===== src/rtl/if_fetch_stage.sv =====
// Instruction-fetch stage: PC generation, bus fetch, one-entry skid buffer and IF/ID register.
// Optional macro IF_PERF_CNT_EN adds saturating FetchCnt/BubbleCnt outputs.
module if_fetch_stage #(
  parameter int                     WORD_ADDR_W  = 30,
  parameter int                     WORD_DATA_W  = 32,
  parameter logic [WORD_ADDR_W-1:0] RESET_VECTOR = 30'h0,
  parameter logic [WORD_DATA_W-1:0] NOP_INSN     = 32'h0
) (
  input  logic                   Clk,
  input  logic                   Reset_,
  input  logic                   Stall,
  input  logic                   Flush,
  input  logic [WORD_ADDR_W-1:0] NewPC,
  input  logic                   BrTaken,
  input  logic [WORD_ADDR_W-1:0] BrAddr,
  output logic                   BusReq,
  output logic [WORD_ADDR_W-1:0] BusAddr,
  input  logic                   BusRdy,
  input  logic [WORD_DATA_W-1:0] BusRdData,
  output logic [WORD_ADDR_W-1:0] IFPC,
  output logic [WORD_DATA_W-1:0] IFInsn,
`ifdef IF_PERF_CNT_EN
  output logic [31:0]            FetchCnt,
  output logic [31:0]            BubbleCnt,
`endif
  output logic                   IFEn
);

  typedef enum logic [0:0] {FETCH = 1'b0, HOLD = 1'b1} state_t;

  state_t                 state_r, state_s;
  logic [WORD_ADDR_W-1:0] pc_r, pc_s;
  logic [WORD_ADDR_W-1:0] ifpc_r, ifpc_s;
  logic [WORD_DATA_W-1:0] insn_r, insn_s;
  logic                   ifen_r, ifen_s;
  logic [WORD_ADDR_W-1:0] skid_pc_r, skid_pc_s;
  logic [WORD_DATA_W-1:0] skid_insn_r, skid_insn_s;
  logic                   pend_v_r, pend_v_s;
  logic [WORD_ADDR_W-1:0] pend_addr_r, pend_addr_s;
  logic [WORD_ADDR_W-1:0] target_s;
  logic                   deliver_s;
  logic                   bubble_s;

  // Next PC after a completed fetch: a live branch beats a latched one, else sequential.
  always_comb begin
    if (BrTaken) begin
      target_s = BrAddr;
    end else if (pend_v_r) begin
      target_s = pend_addr_r;
    end else begin
      target_s = pc_r + {{(WORD_ADDR_W-1){1'b0}}, 1'b1};
    end
  end

  // Next-state and IF/ID update logic.
  always_comb begin
    state_s     = state_r;
    pc_s        = pc_r;
    ifpc_s      = ifpc_r;
    insn_s      = insn_r;
    ifen_s      = ifen_r;
    skid_pc_s   = skid_pc_r;
    skid_insn_s = skid_insn_r;
    pend_v_s    = pend_v_r;
    pend_addr_s = pend_addr_r;
    deliver_s   = 1'b0;
    bubble_s    = 1'b0;
    if (Flush) begin
      state_s  = FETCH;
      pc_s     = NewPC;
      ifen_s   = 1'b0;
      insn_s   = NOP_INSN;
      pend_v_s = 1'b0;
    end else begin
      case (state_r)
        FETCH: begin
          if (BusRdy) begin
            pc_s     = target_s;
            pend_v_s = 1'b0;
            if (Stall) begin
              skid_pc_s   = pc_r;
              skid_insn_s = BusRdData;
              state_s     = HOLD;
            end else begin
              ifpc_s    = pc_r;
              insn_s    = BusRdData;
              ifen_s    = 1'b1;
              deliver_s = 1'b1;
            end
          end else begin
            if (!Stall) begin
              ifen_s   = 1'b0;
              insn_s   = NOP_INSN;
              bubble_s = 1'b1;
            end else begin
              ifen_s = ifen_r;
            end
            if (BrTaken) begin
              pend_v_s    = 1'b1;
              pend_addr_s = BrAddr;
            end else begin
              pend_v_s = pend_v_r;
            end
          end
        end
        HOLD: begin
          if (!Stall) begin
            ifpc_s    = skid_pc_r;
            insn_s    = skid_insn_r;
            ifen_s    = 1'b1;
            state_s   = FETCH;
            deliver_s = 1'b1;
            if (BrTaken) begin
              pc_s = BrAddr;
            end else begin
              pc_s = pc_r;
            end
          end else begin
            state_s = HOLD;
          end
        end
        default: begin
          state_s = FETCH;
        end
      endcase
    end
  end

  // State, PC, skid and IF/ID registers.
  always_ff @(posedge Clk) begin
    if (!Reset_) begin
      state_r     <= FETCH;
      pc_r        <= RESET_VECTOR;
      ifpc_r      <= {WORD_ADDR_W{1'b0}};
      insn_r      <= NOP_INSN;
      ifen_r      <= 1'b0;
      skid_pc_r   <= {WORD_ADDR_W{1'b0}};
      skid_insn_r <= NOP_INSN;
      pend_v_r    <= 1'b0;
      pend_addr_r <= {WORD_ADDR_W{1'b0}};
    end else begin
      state_r     <= state_s;
      pc_r        <= pc_s;
      ifpc_r      <= ifpc_s;
      insn_r      <= insn_s;
      ifen_r      <= ifen_s;
      skid_pc_r   <= skid_pc_s;
      skid_insn_r <= skid_insn_s;
      pend_v_r    <= pend_v_s;
      pend_addr_r <= pend_addr_s;
    end
  end

  // Request is masked while reset is held so a stale transaction is never issued.
  assign BusReq  = (state_r == FETCH) && Reset_;
  assign BusAddr = pc_r;
  assign IFPC    = ifpc_r;
  assign IFInsn  = insn_r;
  assign IFEn    = ifen_r;

`ifdef IF_PERF_CNT_EN
  logic [31:0] fetch_cnt_r;
  logic [31:0] bubble_cnt_r;

  // Saturating performance counters, cleared by reset or flush.
  always_ff @(posedge Clk) begin
    if (!Reset_ || Flush) begin
      fetch_cnt_r  <= 32'h0;
      bubble_cnt_r <= 32'h0;
    end else begin
      if (deliver_s && (fetch_cnt_r != 32'hFFFF_FFFF)) begin
        fetch_cnt_r <= fetch_cnt_r + 32'd1;
      end else begin
        fetch_cnt_r <= fetch_cnt_r;
      end
      if (bubble_s && (bubble_cnt_r != 32'hFFFF_FFFF)) begin
        bubble_cnt_r <= bubble_cnt_r + 32'd1;
      end else begin
        bubble_cnt_r <= bubble_cnt_r;
      end
    end
  end

  assign FetchCnt  = fetch_cnt_r;
  assign BubbleCnt = bubble_cnt_r;
`else
  logic unused_s;
  assign unused_s = deliver_s ^ bubble_s;
`endif

endmodule


===== config.mk =====
export PLATFORM = sky130hd
export DESIGN_NAME = if_fetch_stage
export DESIGN_NICKNAME = d
export VERILOG_FILES = /design/src/rtl/if_fetch_stage.sv
export SDC_FILE = /design/constraint.sdc
export NUM_CORES = 1
export LEC_CHECK = 0
export CORE_MARGIN = 5
export CORE_UTILIZATION = 55
export CTS_CLUSTER_DIAMETER = 120
export DETAILED_ROUTE_END_ITERATION = 10
export MAX_ROUTING_LAYER = met4
export PLACE_DENSITY = 0.86
export REMOVE_ABC_BUFFERS = 1
export SYNTH_ARGS = -nofsm -noshare
export SYNTH_HDL_FRONTEND = slang
export SYNTH_SLANG_ARGS = --single-unit

===== constraint.sdc =====
create_clock -name Clk -period 5 [get_ports Clk]
set_clock_uncertainty 0.1 [all_clocks]
set_input_delay 0.5 -clock Clk [delete_from_list [all_inputs] [get_ports Clk]]
set_output_delay 0.5 -clock Clk [all_outputs]
set_load 0.01 [all_outputs]

==> results summary <==
The run finished with clean final reports. Summed over all layers, the routed wires come to 27.05 mm. The worst hold path belongs to the class reg2reg. The Yosys warning count came out at 0.

Entering global routing, the biggest net connects 103 pins. The detailed router's first-iteration violation count came out at between 900 and 1,000. Hold repair after CTS inserted 0 buffers.

The worst register-to-register path begins at BusAddr[6]. Clock tree synthesis selected as its root buffer the cell sky130_fd_sc_hd__clkbuf_16. The remaining routing DRC violations is 0. Walking the worst path, the cells encountered are clkdlybuf4s50_1 > inv_1 > nand3_1 > o311ai_0 > o311a_1 > o21a_1. The post-route fraction of the period consumed by the critical path came out at 63.09%. The H-tree generated during clock tree synthesis spans 4 levels. The die is 139.6 um tall. The top achievable clock speed came out at 0.3170 GHz. After clock tree synthesis, the clock-pin slew on the worst setup and hold paths is approximately 0.07 ns. The HPWL after detailed placement is 17.57 mm. In this run the horizontal extent of the chip is 139.6 um. The share of synthesized cell area in and, or, nand and nor gates came out at 24.76%. The number of filler cells placed in the layout came out at 1,363.

The worst max-slew margin expressed relative to the limit came out at 15.13%. For this run the aggregate overflow at the end of global routing stands at 0. The worst endpoint required time is 5.27 ns. The core region is ~17,000 sq um. The library cells used most frequently in the layout, excluding fill and tap cells, are sky130_fd_sc_hd__nand2_1 (298), sky130_fd_sc_hd__clkdlybuf4s50_1 (189), sky130_fd_sc_hd__dfxtp_1 (186). The peak supply drop came out at 236.4 uV. The pre-CTS worst setup slack came out at 1.511 ns. The area growth from synthesis to layout is 26.14%.

The static power due to leakage came out at about 4.3 nW. After synthesis, the largest family of logic cells by area is compound AO/OA/AOI/OAI gates. The global-route wire length before repair is between 40 and 50 mm. Data arrives at the worst endpoint at 3.43 ns.

Across every metal layer, demand over resource in global routing totals 27.47%. The fraction of synthesized area in multiplexers is 2.938%. The starting density of the core is 55.92%. The startpoint identified for the worst hold timing path is skid_pc_r[21]. The TritonCTS buffer count is 17. STA classifies the critical path startpoint as a primary input. The number of distinct library cell variants in the gate-level netlist after synthesis came out at 72.

The number of global-route vias before repair is 8,288. Pin placement for this block handled 192 I/O pins. STA classifies the critical path endpoint as a flip-flop. The post-CTS resize count is 0. The adder-cell share of the synthesized area came out at 0.1354%. The number of cell rows came out at 47. The initial antenna violation count is 0. Among all stages on the critical path, the largest delay is contributed by sky130_fd_sc_hd__nand3_1.

The die area is 19,500 sq um. The clock insertion delay at the later pin of the skew report is 0.43 ns. The via count is 9,087. The fraction of the mapped netlist area in compound gates is 24.95%. The synthesized flop and latch total came out at between 150 and 200.

The sink count of the clock tree came out at 187. The clock period minus worst slack is 3.155 ns. The worst hold slack is approximately 0.35 ns. In this run, synthesis inferred 0 flip-flops with an integrated enable. The library cell used most frequently in the layout, excluding fill and tap cells, is sky130_fd_sc_hd__nand2_1.

The post-detailed-route wirelength per cell is 17.78 um. Of all nets on the critical path, the largest fanout is 20. After synthesis, flip-flops and latches occupy 40.51% of the total area. The synthesized netlist devotes less than 1% of its cell area to XOR and XNOR gates. The count of buffers added by post-CTS timing repair for setup came out at 0. The setup violation total in the final timing report came out at 0. The max-slew violation count is 0.

After synthesis, the share of flip-flops with an asynchronous set or reset is 0%. The worst setup slack after layout is 1.846 ns. The sequential cell area in the final layout came out at 3747 sq um.

Once detail routing completed, the nets flagged for antenna violations numbered 0. Summing all multi-input logic gate instances after layout gives 4977 sq um. Setup repair after global routing left no endpoint under its margin.

The fraction of final layout cells with drive strength greater than 1 is 4.996%. The maximum clock insertion buffer count came out at 2. The most used flip-flop cell after synthesis is sky130_fd_sc_hd__dfxtp_1. TritonCTS built the clock tree.

The ratio of total power to cell area came out at 300.2 nW/um^2. The final hold violation count came out at 0. The total number of nets in the final design came out at approximately 1,400.

Averaged over all synthesized cells, the footprint is 7.899 sq um. In the routed layout, each cell is associated on average with a via count of 5.974. The number of standard cells after synthesis is 1,170. The number of max-cap violations came out at 0. The placer's final routability congestion estimate came out at 0.9578. The first detailed-routing pass took 5 iterations. The worst-margin pin slew came out at between 1 and 1.5 ns.

The number of antenna diodes in the final layout is 0. In this run the tool buffered the top-level ports with around 190 buffer cells. In this design, the stage delay of the slowest critical-path cell is approximately 0.81 ns.

The type of the setup path with the least slack is in2reg. The mapped cell area is 9241 sq um. The critical path starts at Flush.
-- cell usage after synthesis (5+ instances only) --
cell	number	area, sq um
sky130_fd_sc_hd__and3_1	11	68.82
sky130_fd_sc_hd__nand2_1	298	1119
sky130_fd_sc_hd__a211oi_1	8	60.06
sky130_fd_sc_hd__inv_1	11	41.29
sky130_fd_sc_hd__o211a_1	33	330.3
sky130_fd_sc_hd__dfxtp_1	187	3744
sky130_fd_sc_hd__a21boi_1	59	442.9
sky130_fd_sc_hd__nand2b_1	6	37.54
sky130_fd_sc_hd__nor2_1	62	232.7
sky130_fd_sc_hd__xor2_1	6	52.55
sky130_fd_sc_hd__a21oi_1	88	440.4
sky130_fd_sc_hd__a21boi_0	33	247.7
sky130_fd_sc_hd__nand4_1	11	68.82
sky130_fd_sc_hd__nand3_1	24	120.1
sky130_fd_sc_hd__a31oi_1	5	31.28
sky130_fd_sc_hd__and4_1	5	43.79
sky130_fd_sc_hd__o211ai_1	23	172.7
sky130_fd_sc_hd__mux2i_1	26	260.3
sky130_fd_sc_hd__clkbuf_1	83	311.6
sky130_fd_sc_hd__nor2b_1	6	37.54
sky130_fd_sc_hd__or3_1	6	37.54
sky130_fd_sc_hd__nor4_1	9	56.30
sky130_fd_sc_hd__buf_2	7	35.03
sky130_fd_sc_hd__nand3b_1	34	255.2
sky130_fd_sc_hd__o21ai_0	28	140.1
sky130_fd_sc_hd__nor3_1	7	35.03
-- report_power, final --
group | leakage [nW] | internal [W] | switching [W] | total, W
Combinational | 2.51 | 0.000253 | 0.000266 | 0.000519
Sequential | 1.53 | 0.00155 | 0.0000746 | 0.00163
Clock | 0.282 | 0.000757 | 0.000597 | 0.00135
-- path summary, 6_finish.rpt --
check,to,cells after the start,slack (ns)
hold reg to reg,skid_pc_r[21],2,0.35
setup / recovery,BusAddr[17],6,1.85
setup reg to reg,BusAddr[23],5,2.30
hold / removal,skid_pc_r[21],2,0.35
-- metal layers --
metal | wire length, um | GRT usage, % | up-vias
met2 | 12420 | 42.01 | 480
met3 | 2369 | 6.244 | 53
met1 | 11680 | 36.23 | 4224
met4 | 569 | 9.077 | 0
met5 | 0 | - | -
li1 | - | - | 4330
-- sequential cells by signal (all words and copies together), names as in the netlist --
signal,count
BusAddr,30
IFEn,1
IFInsn,32
IFPC,30
pend_addr_r,30
pend_v_r,1
skid_insn_r,32
skid_pc_r,30
state_r,1
-- critical path, delay by kind of cell --
| family | cells | cell delay [ns] |
|---|---|---|
| compound gates | 3 | 0.83 |
| simple gates | 1 | 0.81 |
| buf+inv | 2 | 1.27 |
-- cell type report --
| class | instances | area share [%] |
|---|---|---|
| clock inverters | 12 | 1.202 |
| inverters | 11 | 0.3542 |
| flip-flops and latches | 187 | 32.15 |
| repair buffers | 206 | 17.41 |
| clock buffers | 20 | 3.832 |
| multi-input cells | 865 | 42.70 |
| well taps | 220 | 2.361 |
-- cells by family (layout without fill, tap and decap cells) --
| kind of cell | after synthesis | count (layout) |
|---|---|---|
| adder cells (fa/ha/maj) | 1 | 1 |
| multiplexers | 27 | 27 |
| AND/OR/NAND/NOR | 499 | 499 |
| buffers and inverters | 118 | 249 |
| AO/OA/AOI/OAI | 328 | 328 |
| XOR/XNOR | 10 | 10 |
| flip-flops | 187 | 187 |
-- stage by stage --
stage,instances,total power [W],util [%],area (sq um),TNS [ns]
final,1521,0.003500,70.55,11660,0
after global routing,1521,0.003632,70.55,11660,0
after CTS,1521,0.003508,70.55,11660,0
after detailed placement,1489,0.002169,66.99,11070,0
after global placement,1489,0.002158,66.99,11070,0
after floorplan,1063,0.001874,-,8751,-32.54
(Power assumes the default switching activity.)
